[config.mk]
export PLATFORM = sky130hd
export DESIGN_NAME = rvfpm_xif_queue
export DESIGN_NICKNAME = d
export VERILOG_FILES = /design/src/rtl/rvfpm_xif_queue.sv
export SDC_FILE = /design/constraint.sdc
export NUM_CORES = 1
export LEC_CHECK = 0
export CAP_MARGIN = 25
export CELL_PAD_IN_SITES_DETAIL_PLACEMENT = 1
export CELL_PAD_IN_SITES_GLOBAL_PLACEMENT = 1
export CORE_ASPECT_RATIO = 1.5
export CORE_MARGIN = 3
export CORE_UTILIZATION = 43
export DETAILED_ROUTE_END_ITERATION = 8
export PLACE_DENSITY_LB_ADDON = 0.1
export SETUP_SLACK_MARGIN = 0.3
export SLEW_MARGIN = 20
export SYNTH_ARGS = -nofsm -noshare
export SYNTH_HDL_FRONTEND = slang
export SYNTH_SLANG_ARGS = --single-unit
[constraint.sdc]
create_clock -name ck -period 2.89 [get_ports ck]
set_input_delay 0.289 -clock ck [delete_from_list [all_inputs] [get_ports ck]]
set_output_delay 0.289 -clock ck [all_outputs]
set_load 0.01 [all_outputs]
[src/rtl/rvfpm_xif_queue.sv]
`default_nettype none
// ============================================================================
// Module      : rvfpm_xif_queue
// Description : XIF issue/commit front end for the FPU coprocessor. Issued
//               instructions and their operands enter an in-order circular
//               queue, are resolved by commit/kill through their ID, and
//               committed entries leave from the head towards execute.
// Revision    : 1.0 - initial release
// ============================================================================
module rvfpm_xif_queue #(
    parameter int QUEUE_DEPTH = 4,
    parameter int X_ID_WIDTH  = 4,
    parameter int X_NUM_RS    = 3,
    parameter int XLEN        = 32
) (
    input  logic                             ck,
    input  logic                             rst_n,
    input  logic                             issue_valid,
    output logic                             issue_ready,
    input  logic [31:0]                      issue_instr,
    input  logic [X_ID_WIDTH-1:0]            issue_id,
    input  logic [X_NUM_RS*XLEN-1:0]         issue_rs,
    input  logic [X_NUM_RS-1:0]              issue_rs_valid,
    input  logic                             pd_accept,
    input  logic [X_NUM_RS-1:0]              pd_use_rs,
    output logic                             issue_accept,
    input  logic                             commit_valid,
    input  logic [X_ID_WIDTH-1:0]            commit_id,
    input  logic                             commit_kill,
    output logic                             ex_valid,
    input  logic                             ex_ready,
    output logic [31:0]                      ex_instr,
    output logic [X_ID_WIDTH-1:0]            ex_id,
    output logic [X_NUM_RS*XLEN-1:0]         ex_rs,
    output logic [$clog2(QUEUE_DEPTH):0]     q_count,
    output logic                             commit_miss
);

    localparam int IDX_W = $clog2(QUEUE_DEPTH);
    localparam int PTR_W = IDX_W + 1;
    localparam int RS_W  = X_NUM_RS * XLEN;

    // Entry storage and pointers (MSB of each pointer is the wrap bit)
    logic [QUEUE_DEPTH-1:0][31:0]           instr_q,     instr_d;
    logic [QUEUE_DEPTH-1:0][X_ID_WIDTH-1:0] id_q,        id_d;
    logic [QUEUE_DEPTH-1:0][RS_W-1:0]       rs_q,        rs_d;
    logic [QUEUE_DEPTH-1:0]                 valid_q,     valid_d;
    logic [QUEUE_DEPTH-1:0]                 committed_q, committed_d;
    logic [QUEUE_DEPTH-1:0]                 killed_q,    killed_d;
    logic [PTR_W-1:0]                       wr_ptr_q,    wr_ptr_d;
    logic [PTR_W-1:0]                       rd_ptr_q,    rd_ptr_d;
    logic [PTR_W-1:0]                       count_q,     count_d;
    logic                                   commit_miss_q, commit_miss_d;

    logic [IDX_W-1:0] head_idx;
    logic [IDX_W-1:0] wr_idx;
    logic [IDX_W-1:0] commit_idx;
    logic             full;
    logic             id_hit;
    logic             rs_ok;
    logic             push;
    logic             pop;
    logic             drain;
    logic             head_valid;
    logic             commit_hit;
    logic             bypass;
    logic [RS_W-1:0]  rs_masked;

    // Issue-side handshake, hazard detection and operand masking
    always_comb begin
        head_idx = rd_ptr_q[IDX_W-1:0];
        wr_idx   = wr_ptr_q[IDX_W-1:0];
        full     = (wr_ptr_q[IDX_W-1:0] == rd_ptr_q[IDX_W-1:0]) &&
                   (wr_ptr_q[IDX_W] != rd_ptr_q[IDX_W]);
        id_hit   = 1'b0;
        for (int i = 0; i < QUEUE_DEPTH; i++) begin
            if (valid_q[i] && (id_q[i] == issue_id)) begin
                id_hit = 1'b1;
            end
        end
        rs_ok     = &(~pd_use_rs | issue_rs_valid);
        // A full queue stays closed even while its head leaves this cycle
        issue_ready  = rst_n & ~full & ~id_hit & rs_ok;
        issue_accept = pd_accept;
        push         = issue_valid & issue_ready & pd_accept;
        rs_masked    = '0;
        for (int i = 0; i < X_NUM_RS; i++) begin
            if (pd_use_rs[i]) begin
                rs_masked[i*XLEN +: XLEN] = issue_rs[i*XLEN +: XLEN];
            end
        end
    end

    // Commit lookup across queued entries plus bypass onto the entry being pushed
    always_comb begin
        commit_hit = 1'b0;
        commit_idx = '0;
        for (int i = 0; i < QUEUE_DEPTH; i++) begin
            if (valid_q[i] && (id_q[i] == commit_id)) begin
                commit_hit = 1'b1;
                commit_idx = IDX_W'(i);
            end
        end
        bypass = push & commit_valid & (commit_id == issue_id);
    end

    // Head status: dispatch committed entries, silently drop killed ones
    always_comb begin
        head_valid = valid_q[head_idx];
        ex_valid   = head_valid & committed_q[head_idx] & ~killed_q[head_idx];
        drain      = head_valid & killed_q[head_idx];
        pop        = (ex_valid & ex_ready) | drain;
        ex_instr   = instr_q[head_idx];
        ex_id      = id_q[head_idx];
        ex_rs      = rs_q[head_idx];
        q_count    = count_q;
        commit_miss = commit_miss_q;
    end

    // Next-state for entries, pointers, occupancy and the miss pulse
    always_comb begin
        instr_d     = instr_q;
        id_d        = id_q;
        rs_d        = rs_q;
        valid_d     = valid_q;
        committed_d = committed_q;
        killed_d    = killed_q;
        wr_ptr_d    = wr_ptr_q;
        rd_ptr_d    = rd_ptr_q;
        count_d     = count_q;

        // Entries already resolved ignore further commits; a hit on them is not a miss
        if (commit_valid && commit_hit &&
            !committed_q[commit_idx] && !killed_q[commit_idx]) begin
            committed_d[commit_idx] = ~commit_kill;
            killed_d[commit_idx]    = commit_kill;
        end

        if (pop) begin
            valid_d[head_idx]     = 1'b0;
            committed_d[head_idx] = 1'b0;
            killed_d[head_idx]    = 1'b0;
            rd_ptr_d              = rd_ptr_q + PTR_W'(1);
        end

        // Push slot never aliases the head being popped: a pop implies non-empty,
        // a push implies non-full
        if (push) begin
            instr_d[wr_idx]     = issue_instr;
            id_d[wr_idx]        = issue_id;
            rs_d[wr_idx]        = rs_masked;
            valid_d[wr_idx]     = 1'b1;
            committed_d[wr_idx] = bypass & ~commit_kill;
            killed_d[wr_idx]    = bypass & commit_kill;
            wr_ptr_d            = wr_ptr_q + PTR_W'(1);
        end

        count_d       = count_q + PTR_W'(push) - PTR_W'(pop);
        commit_miss_d = commit_valid & ~commit_hit & ~bypass;
    end

    // State registers, cleared asynchronously
    always_ff @(posedge ck or negedge rst_n) begin
        if (!rst_n) begin
            instr_q       <= '0;
            id_q          <= '0;
            rs_q          <= '0;
            valid_q       <= '0;
            committed_q   <= '0;
            killed_q      <= '0;
            wr_ptr_q      <= '0;
            rd_ptr_q      <= '0;
            count_q       <= '0;
            commit_miss_q <= 1'b0;
        end else begin
            instr_q       <= instr_d;
            id_q          <= id_d;
            rs_q          <= rs_d;
            valid_q       <= valid_d;
            committed_q   <= committed_d;
            killed_q      <= killed_d;
            wr_ptr_q      <= wr_ptr_d;
            rd_ptr_q      <= rd_ptr_d;
            count_q       <= count_d;
            commit_miss_q <= commit_miss_d;
        end
    end

endmodule
`default_nettype wire

==> reports/results.txt, run 1 <==
Part of the power in registers: 38.3%
Post-layout nets: 2096
Finished layout cell area: 31970 um^2
Vias in the first global route: 16847
Global route overflow: 0
Max Cap Viol: 0
H-tree levels: 2
Synthesis-stage register bit count: 550
Final HPWL DP: 41910 um
Post-route minimum period: 2732 ps
Worst VDD drop: 0.5722 mV
Num CTS Buffers: 55
Synth Area per Inst: 15.89 um^2
Leakage power: 0.01543 uW
Count of final hold-check violations: 0
Ys flop type: dfrtp_1
Most frequent cells in the layout: dfrtp_1 (548), mux2_2 (318), mux2_1 (210), clkdlybuf4s50_1 (175), mux4_2 (135)
Post-Syn Nets: 1738
Core box area: 57300 um^2
DP Area: 29220 um^2
Starting DRT DRC Count: 485
Mean number of vias per cell: 5.371
Most common cell after layout, fill and taps aside: dfrtp_1
Crit Path Category: register to output pin
Die ar.: 61320 um^2
Largest net degree at the start of global routing: 161
Slew headroom: 35.07%
Final core occ: 55.80%
ANT nets after route: 0
Via count: 14755
EDFF count, synth: 0
DIE WIDTH: 203.2 um
Slew Viols, Final: 0
Crit path buffers/inverters: 4
Sw frac: 30.27%
Total track usage: 21.53%
CP max-delay cell: mux4_2
GP Congestion: 0.7899
Clock latency on the worst-skew pair: 610 ps
Share of the synthesized area in the top cell type: 54.87%
Asr flop ratio synth: 100.0%
# setup viols final: 0
TritonRoute pass-1 iters: 4
Critical path arrival: 2440 ps
Routed wire per std cell: 24.30 um
Worst Setup End Kind: output pin
Area Growth Syn to Fin: 27.48%
Synthesis Warnings: 0
CP startpoint kind: register
Non-filler cells, final: 2747
Synth unique cells: 43
Cells after DPL: 2577
Initial antenna violation count: 13
Skew final: 32.99 ps
Max incr delay on CP: 470 ps
Drt drc: 0
Cell Chain, Critical Path: buf_8, bufbuf_16, buf_4, mux4_2, dlygate4sd2_1
Post-synth top area cell: dfrtp_1
Largest cells by area after synthesis: dfrtp_1 (55%), mux2_2 (14%), mux4_2 (12%)
Worst-path maximum fanout: 8
Outcome: finished, final reports clean
Mapped Area: 25080 um^2
Rows: 107
Pwr Density: 1011 nW/um^2
Clock Sinks: 550
Fmax achieved: 366.0 MHz
First-pass GRT wire length: 102100 um
Layout cells sized above 1: 37.33%
Power share of the clock group: 23.5%
Sw power: 9786 uW
Final-layout fill cell count: 5479
IO buf count: 287
Internal power contribution: 22550 uW
Slew @ Worst Pin: 973.9 ps
Tcrit/Tclk final: 94.53%
Kind of cell adding the most delay to the critical path: buffers and inverters
Clock transition at the registers of the reported paths: 60 ps
CP required: 2600 ps
Synth Instances: 1578
Final wirelength: 66760 um
Clock buffer depth: 3
RSZ-0062 raised after global routing: true
Post-synthesis sequential area ratio: 54.87%
TritonCTS clock tree: yes
Initial Util: 43.77%
Die height: 301.8 um
Hold WC Path Type: input pin to asynchronous set/reset pin
I/O pin count: 288
Root buf cell: clkbuf_16
Combinational cell fraction of total power: 38.2%
[stage by stage]
| step | hold slack, ps | setup slack, ps | setup TNS, ps | power (uW) |
|---|---|---|---|---|
| floorplan | -6.591 | 305.7 | 0 | 18800 |
| global placement | 191.7 | -52.08 | -211.7 | 23490 |
| detailed placement | 195.2 | -73.92 | -2249 | 24010 |
| CTS | 178.7 | 92.94 | 0 | 32190 |
| global route | 190.7 | 79.03 | 0 | 34190 |
| finish | 215.6 | 158.1 | 0 | 32330 |
[worst reg2reg max path, delay by kind of cell (launching register included)]
family          cells  cell delay [ps]
compound gates      2              350
xor+xnor            1              120
fa+ha+maj           3              990
buf+inv             4              380
flops               1              510
simple gates        2              290
[path summary, 6_finish.rpt]
kind / slack [ps] / to / startpoint / cells past startpoint
worst max-delay path: 160 / ex_rs[85] / rd_ptr_q[0]$_DFFE_PN0N_ / 5
worst min-delay path: 220 / rd_ptr_q[0]$_DFFE_PN0N_ / rst_n / 2
worst max register to register: 200 / q_count[1]$_DFF_PN0_ / rd_ptr_q[0]$_DFFE_PN0N_ / 12
worst min register to register: 490 / rs_q[239]$_DFFE_PN0P_ / rs_q[239]$_DFFE_PN0P_ / 1
max in group asynchronous: 650 / rs_q[251]$_DFFE_PN0P_ / rst_n / 4
min in group ck: 370 / instr_q[59]$_DFFE_PN0P_ / issue_instr[27] / 2
[synthesized netlist by cell type (3+ instances only)]
library cell,count
and2_1,98
mux2_1,210
mux4_2,135
buf_1,14
buf_2,48
nor3_1,4
xor2_1,29
o21ai_0,5
xnor2_1,16
a21oi_1,7
nor2_1,3
nand3_1,7
dfrtp_1,550
o2bb2ai_1,3
nand2_1,25
clkbuf_1,26
nand4_4,4
buf_4,20
mux2_2,318
nor4_1,7
ha_1,10
inv_1,14
[what timing repair did]
action                                  in CTS  in global routing
hold buffers                                 1                  0
endpoints found under the hold margin       25                  0
cloned                                       9                  4
pin swaps                                    0                  1
gates resized for setup                    159                139
endpoints found under the setup margin     135                160
buffers inserted                            26                 25
[layout make-up]
cell class | instances | area [um^2] | share of cell area [%]
clock inverter | 22 | 322.8 | 1.010
antenna | 7 | 17.52 | 0.05479
timing repair buffer | 410 | 4493 | 14.05
multi-input combinational | 905 | 10770 | 33.67
clock buffer | 76 | 1595 | 4.989
sequential | 550 | 13770 | 43.07
tap | 763 | 954.7 | 2.986
inverter | 14 | 52.55 | 0.1644
[state kept, by name (all words and copies together), names as in the netlist]
name and count:
commit_miss 1, committed_q 4, id_q 16, instr_q 128, killed_q 4, q_count 3, rd_ptr_q 3, rs_q 384
valid_q 4, wr_ptr_q 3
[cells by family after synthesis]
family / share of synthesized area [%]
compound gates: 0.8381
xor+xnor: 1.571
fa+ha+maj: 0.5787
buf+inv: 2.409
flops: 54.87
mux: 35.83
simple gates: 3.901
[metal layers]
| metal | vias up | GRT usage (%) | part of all wire [%] |
|---|---|---|---|
| met5 | - | 0 | 0.13 |
| met4 | 12 | 5.412 | 1.9 |
| met3 | 82 | 5.361 | 5.4 |
| met2 | 263 | 38.19 | 52 |
| met1 | 7897 | 26.43 | 40 |
| li1 | 6501 | - | - |
[power groups by stage]
stage / clock network, uW / logic, uW / registers (uW)
after floorplan: 0 / 6960 / 11800
after global placement: 0 / 11200 / 12300
after detailed placement: 0 / 11500 / 12500
after CTS: 7840 / 12000 / 12400
after global routing: 8170 / 13300 / 12800
final: 7590 / 12300 / 12400
No activity file was read; power rests on OpenSTA's default activity.
==> run 2: changes to the inputs <==
--- a/config.mk
+++ b/config.mk
@@ -10,7 +10,7 @@
 export CELL_PAD_IN_SITES_GLOBAL_PLACEMENT = 1
 export CORE_ASPECT_RATIO = 1.5
 export CORE_MARGIN = 3
-export CORE_UTILIZATION = 43
+export CORE_UTILIZATION = 35
 export DETAILED_ROUTE_END_ITERATION = 8
 export PLACE_DENSITY_LB_ADDON = 0.1
 export SETUP_SLACK_MARGIN = 0.3
==> run 2 against run 1 <==
Clock skew is 4.9 ps lower. Routed wire length is 10% higher. Non-clock buffer count is 72 higher. Flip-flop and latch count stayed put. Critical path type unchanged. Global-route usage is 2.6 points lower. Setup slack better by 87 ps. Highest routed layer unchanged. Sequential power hardly changed. Final cell count is 8.0% higher.
==> reports/results.txt, run 2 (synthesis gave the netlist of run 1 again) <==
Max incr delay on CP: 540 ps (+70 ps)
Die height: 333.9 um (+11%)
Leakage power: 0.01607 uW (+4.1%)
Initial antenna violation count: 8 (-5)
Clock Sinks: 550 (unchanged)
Clock latency on the worst-skew pair: 630 ps (+20 ps)
Final-layout fill cell count: 6891 (+26%)
Part of the power in registers: 37.2% (-1.1 points)
Core box area: 70580 um^2 (+23%)
Combinational cell fraction of total power: 39.9% (+1.7 points)
Max layer used: met5
Crit Path Category: register to output pin
Post-layout nets: 2170 (+3.5%)
Via count: 15228 (+3.2%)
Initial Util: 35.54% (-8.2 points)
IO buf count: 287 (unchanged)
Cell Chain, Critical Path: buf_8, buf_12, buf_4, buf_16, mux4_2, buf_6
I/O pin count: 288 (unchanged)
Critical path arrival: 2360 ps (-80 ps)
Max Cap Viol: 0 (unchanged)
Rows: 119 (+11%)
WL met3: 3993 um (+12%)
Pre-CTS WS: -54.72 ps (+19.21 ps)
Power share of the clock group: 22.9% (-0.6 points)
Most frequent cells in the layout: dfrtp_1 (548), mux2_2 (319), mux2_1 (165), clkdlybuf4s50_1 (152), mux4_2 (135)
Tcrit/Tclk final: 91.53% (-3.0 points)
Slew @ Worst Pin: 1090 ps (+116.1 ps)
Vias in the first global route: 17221 (+2.2%)
Num CTS Buffers: 57 (+3.6%)
Worst Setup End Kind: output pin
TritonCTS clock tree: yes
Hold WC Path Type: input pin to register
Worst VDD drop: 0.5492 mV (-4.0%)
Area Growth Syn to Fin: 33.09%
Largest register FFs: 384 (unchanged)
Drt drc: 0 (unchanged)
Layout cells sized above 1: 44.70% (+7.4 points)
Final HPWL DP: 44620 um (+6.5%)
Internal power contribution: 23080 uW (+2.4%)
Starting DRT DRC Count: 503 (+3.7%)
Worst-path maximum fanout: 4 (-4)
GP Congestion: 0.7767 (-1.7%)
Mean number of vias per cell: 5.131 (-4.5%)
RSZ-0062 raised after global routing: true
Post-route minimum period: 2645 ps (-86.59 ps)
Most common cell after layout, fill and taps aside: dfrtp_1
Pwr Density: 997.7 nW/um^2 (-1.3%)
Routed wire per std cell: 24.77 um (+1.9%)
Skew final: 28.09 ps (-4.895 ps)
Sw power: 10230 uW (+4.5%)
Met1 Wirelength: 29780 um (+10%)
# setup viols final: 0 (unchanged)
Slew Viols, Final: 0 (unchanged)
DIE WIDTH: 224.6 um (+11%)
Biggest register: rs_q
Outcome: finished, final reports clean
Clock buffer depth: 3 (unchanged)
CP max-delay cell: dfrtp_4
WL met2: 38140 um (+9.5%)
TritonRoute pass-1 iters: 4 (unchanged)
H-tree levels: 2 (unchanged)
Slew headroom: 27.33% (-7.7 points)
TNS Setup: 0 ps (unchanged)
Root buf cell: clkbuf_16
Die ar.: 74980 um^2 (+22%)
Global route overflow: 0 (unchanged)
CP required: 2600 ps (about the same)
Largest regs: rs_q: 384 flops, instr_q: 128 flops, id_q: 16 flops
Final wirelength: 73520 um (+10%)
Count of final hold-check violations: 0 (unchanged)
Total track usage: 18.95% (-2.6 points)
Setup ws final: 244.7 ps (+86.59 ps)
Final core occ: 47.30% (-8.5 points)
Largest net degree at the start of global routing: 170 (+5.6%)
Clock transition at the registers of the reported paths: 70 ps (about the same)
Fmax achieved: 378.0 MHz (+3.3%)
CP startpoint kind: register
First-pass GRT wire length: 108500 um (+6.2%)
Sw frac: 30.70% (+0.44 points)
ANT nets after route: 0 (unchanged)
==> run 2: cell types whose count changed in the layout (fill, tap and decap cells not counted), moves of 23 or more <==
| cell | before | now |
|---|---|---|
| mux2_4 | 0 | 44 |
| mux2_1 | 210 | 165 |
| buf_2 | 5 | 48 |
| buf_4 | 52 | 77 |
| clkdlybuf4s50_1 | 175 | 152 |
| dlygate4sd2_1 | 43 | 11 |
==> run 2: cell type report <==
cell class | count | area (um^2) | area share, %
antenna | 5 | 12.51 | 0.03748
clock buffer | 90 | 1743 | 5.221
clock inverter | 15 | 186.4 | 0.5585
inverter | 14 | 55.05 | 0.1649
multi-input combinational | 905 | 10960 | 32.83
sequential | 550 | 13770 | 41.25
tap | 907 | 1135 | 3.400
timing repair buffer | 482 | 5522 | 16.54
==> run 2: worst paths after layout <==
| kind | start | end | slack, ps | cells past startpoint |
|---|---|---|---|---|
| max in group asynchronous | rst_n | instr_q[86]$_DFFE_PN0P_ | 800 | 4 |
| setup / recovery | rd_ptr_q[0]$_DFFE_PN0N_ | ex_rs[15] | 240 | 6 |
| hold reg to reg | rs_q[247]$_DFFE_PN0P_ | rs_q[247]$_DFFE_PN0P_ | 490 | 1 |
| hold / removal | issue_instr[5] | instr_q[37]$_DFFE_PN0P_ | 350 | 2 |
| min in group asynchronous | rst_n | wr_ptr_q[1]$_DFFE_PN0N_ | 590 | 3 |
| setup reg to reg | rd_ptr_q[0]$_DFFE_PN0N_ | q_count[2]$_DFF_PN0_ | 270 | 10 |
==> run 2: critical path, delay by kind of cell (launching register included) <==
family / cells / cell delay [ps]
muxes: 1 / 460
buffers and inverters: 5 / 720
DFF: 1 / 540
==> run 2: routing by layer <==
layer,vias up,global-route usage (%)
met2,290,33.34
met3,94,4.452
met5,-,0
met1,8173,23.51
li1,6665,-
met4,6,4.777
==> run 2: metrics by stage <==
step	hold slack [ps]	area (um^2)	total power [uW]	cells
finish	352.9	33380	33310	2968
global route	339.9	33370	35310	2964
CTS	313.0	32300	32810	2912
detailed placement	475.4	29760	24140	2751
global placement	468.0	29730	23670	2750
floorplan	-6.591	25110	18800	1578
==> run 2: what timing repair did <==
action                                 4_1_cts  5_1_grt
endpoints found under the hold margin       57        0
setup endpoints to repair                  134      211
hold buffers                                 1        0
cloned                                      14       16
setup buffers                               41       34
pin swaps                                    1        4
resized for setup                          410      193
==> run 2: power groups by stage <==
stage,clock network [uW],registers [uW],logic [uW]
after detailed placement,0,12600,11600
after global placement,0,12300,11400
after CTS,7920,12400,12500
after global routing,8250,12700,14300
after floorplan,0,11800,6960
final,7630,12400,13300
==> run 3: changes to the inputs <==
--- a/config.mk
+++ b/config.mk
@@ -12,6 +12,7 @@
 export CORE_MARGIN = 3
 export CORE_UTILIZATION = 35
 export DETAILED_ROUTE_END_ITERATION = 8
+export GPL_TIMING_DRIVEN = 0
 export PLACE_DENSITY_LB_ADDON = 0.1
 export SETUP_SLACK_MARGIN = 0.3
 export SLEW_MARGIN = 20
==> run 3 against run 2 <==
Setup slack worse by 160 ps. Final cell count rose by 0.77%. Sequential power about the same. Hold slack worse by 290 ps. Via count decreased by 0.39%. Clock skew fell by 11 ps. Die area unchanged. Largest power group unchanged. Flip-flop and latch count is the same. Routed wire length is 2.3% lower. Critical path type unchanged. Sequential share of layout area is essentially flat. Core utilization about the same.
==> reports/results.txt, run 3 (synthesis gave the netlist of run 1 again) <==
Slew Viols, Final: 0 (unchanged)
Root buf cell: clkbuf_16
Critical path arrival: 2510 ps (+150 ps)
Die ar.: 74980 um^2 (unchanged)
CP dominant cell by count: buf_6
First-pass GRT wire length: 109400 um (+0.87%)
Biggest register: rs_q
Final wirelength: 71850 um (-2.3%)
Fmax achieved: 356.8 MHz (-5.6%)
Largest net degree at the start of global routing: 97 (-43%)
ANT nets after route: 0 (unchanged)
Cell Chain, Critical Path: buf_6, buf_12, clkbuf_16, buf_12, buf_6, buf_6, buf_6, mux4_2, buf_6
Slew @ Worst Pin: 618.5 ps (-471.5 ps)
Total power: 34280 uW (+2.9%)
Post-route minimum period: 2803 ps (+157.8 ps)
I/O pin count: 288 (unchanged)
Hold WC Path Type: input pin to asynchronous set/reset pin
Kind of cell adding the most delay to the critical path: buffers and inverters
Die height: 333.9 um (unchanged)
Most crowded layer after global routing: met2
Routed wire per std cell: 24.02 um (-3.0%)
Max incr delay on CP: 440 ps (-100 ps)
Starting DRT DRC Count: 526 (+4.6%)
Most frequent cells in the layout: dfrtp_1 (549), mux2_2 (318), mux2_1 (209), buf_6 (156), clkdlybuf4s50_1 (143)
Largest register FFs: 384 (unchanged)
Rows: 119 (unchanged)
Core box area: 70580 um^2 (unchanged)
Initial Util: 35.54% (unchanged)
IO buf count: 278 (-3.1%)
Total track usage: 19.17% (+0.22 points)
Area Growth Syn to Fin: 33.16% (about the same)
Num CTS Buffers: 59 (+3.5%)
Leakage power: 0.01585 uW (-1.4%)
Vias in the first global route: 17356 (+0.78%)
RSZ-0062 raised after global routing: true
DIE WIDTH: 224.6 um (unchanged)
Worst-path maximum fanout: 6 (+2)
Initial antenna violation count: 8 (unchanged)
Global route overflow: 0 (unchanged)
TritonCTS clock tree: yes
CP max-delay cell: mux4_2
Crit Path Category: register to output pin
Clock Sinks: 550 (unchanged)
Tcrit/Tclk final: 96.99% (+5.5 points)
Met3 usage: 4.127% (-0.32 points)
Clock latency on the worst-skew pair: 630 ps (about the same)
Most common cell after layout, fill and taps aside: dfrtp_1
Slew headroom: 58.77% (+31 points)
Final-layout fill cell count: 6900 (+0.13%)
Via count: 15168 (-0.39%)
Clock transition at the registers of the reported paths: 60 ps (about the same)
TritonRoute pass-1 iters: 4 (unchanged)
RR Startpoint: rd_ptr_q[0]$_DFFE_PN0N_
Fin Hold WS: 62.94 ps (-289.9 ps)
R2R Path End: q_count[2]$_DFF_PN0_
Outcome: finished, final reports clean
Max Cap Viol: 0 (unchanged)
Count of final hold-check violations: 0 (unchanged)
Largest regs: rs_q: 384 flops, instr_q: 128 flops, id_q: 16 flops
Clock buffer depth: 3 (unchanged)
CP startpoint kind: register
CP required: 2600 ps (about the same)
Layout cells sized above 1: 43.63% (-1.1 points)
H-tree levels: 2 (unchanged)
Register-to-register setup slack: 160 ps (-110 ps)
R2R depth: 12 (+2)
# setup viols final: 0 (unchanged)
Met1 usage: 23.46% (-0.047 points)
Mean number of vias per cell: 5.071 (-1.2%)
Post-layout nets: 2192 (+1.0%)
Drt drc: 0 (unchanged)
Non-filler cells, final: 2991 (+0.77%)
Worst VDD drop: 0.5507 mV (+0.27%)
Met2 global-route usage: 34.60% (+1.3 points)
Pwr Density: 1026 nW/um^2 (+2.9%)
Worst Setup End Kind: output pin
Final HPWL DP: 48440 um (+8.6%)
GP Congestion: 0.7936 (+2.2%)
Crit path buffers/inverters: 8 (+3)
Cells after DPL: 2771 (+0.73%)
Skew final: 17.21 ps (-10.89 ps)
## run 3: cell count changes in the layout (fill, tap and decap cells not counted), sizes merged, moves of 2 or more
| cell | previous run | this run |
|---|---|---|
| dlygate4sd3 | 1 | 4 |
| clkinv | 9 | 11 |
| clkdlybuf4s15 | 22 | 4 |
| clkinvlp | 0 | 4 |
| diode | 5 | 3 |
| clkdlybuf4s50 | 152 | 143 |
| bufbuf | 0 | 4 |
| buf | 248 | 315 |
| dlygate4sd2 | 11 | 5 |
| bufinv | 4 | 7 |
| clkbuf | 137 | 113 |
## run 3: layer usage
layer	wire length, um	vias to the layer above
met4	1473	10
met3	3148	91
met2	37720	266
met1	29430	8102
li1	-	6699
met5	79	-
## run 3: timing repair
action | 4_1_cts | 5_1_grt
pin swaps | 4 | 4
cloned | 12 | 0
hold buffers | 11 | 0
resized for setup | 773 | 103
setup endpoints to repair | 679 | 295
endpoints found under the hold margin | 120 | 0
buffers inserted | 54 | 30
## run 3: worst max-delay path by stage
stage | start | endpoint | depth (start not counted)
after CTS | rd_ptr_q[0]$_DFFE_PN0N_ | ex_rs[76] | 8
after floorplan | rd_ptr_q[0]$_DFFE_PN0N_ | q_count[2]$_DFF_PN0_ | 13
after global placement | rst_n | instr_q[112]$_DFFE_PN0P_ | 1
after detailed placement | rd_ptr_q[1]$_DFFE_PN0N_ | ex_rs[84] | 5
after global routing | rd_ptr_q[0]$_DFFE_PN0N_ | ex_rs[76] | 8
final | rd_ptr_q[0]$_DFFE_PN0N_ | ex_rs[17] | 9
## run 3: final cells by class
| cell class | instances | area, um^2 | area share (%) |
|---|---|---|---|
| well taps | 907 | 1135 | 3.398 |
| clock buffers | 86 | 1719 | 5.147 |
| flip-flops and latches | 550 | 13760 | 41.21 |
| diodes | 3 | 7.507 | 0.02248 |
| multi-input cells | 905 | 10820 | 32.40 |
| repair buffers | 393 | 4584 | 13.73 |
| clock inverters | 24 | 324.1 | 0.9703 |
| inverters | 14 | 55.05 | 0.1648 |
| plain buffers | 109 | 987.2 | 2.956 |
## run 3: report_power, final
part | total [uW] | leakage [uW] | internal [uW] | switching, uW
clock | 7980 | 0.000997 | 4750 | 3230
sequential | 12300 | 0.00735 | 10700 | 1630
combinational | 14000 | 0.00750 | 8500 | 5470
total | 34300 | 0.0159 | 23900 | 10300
## run 3: worst min-delay path, delay by kind of cell
family	cells	cell delay, ps
buf+inv	6	720
## run 3: through the flow
step	setup slack (ps)	TNS, ps	utilization, %	cell area [um^2]
global placement	-22810	-	41.13	29030
floorplan	305.7	0	-	25110
CTS	20.72	0	46.54	32850
finish	86.92	0	47.32	33400
detailed placement	-1108	-529610	41.43	29240
global route	0.05573	0	47.31	33390
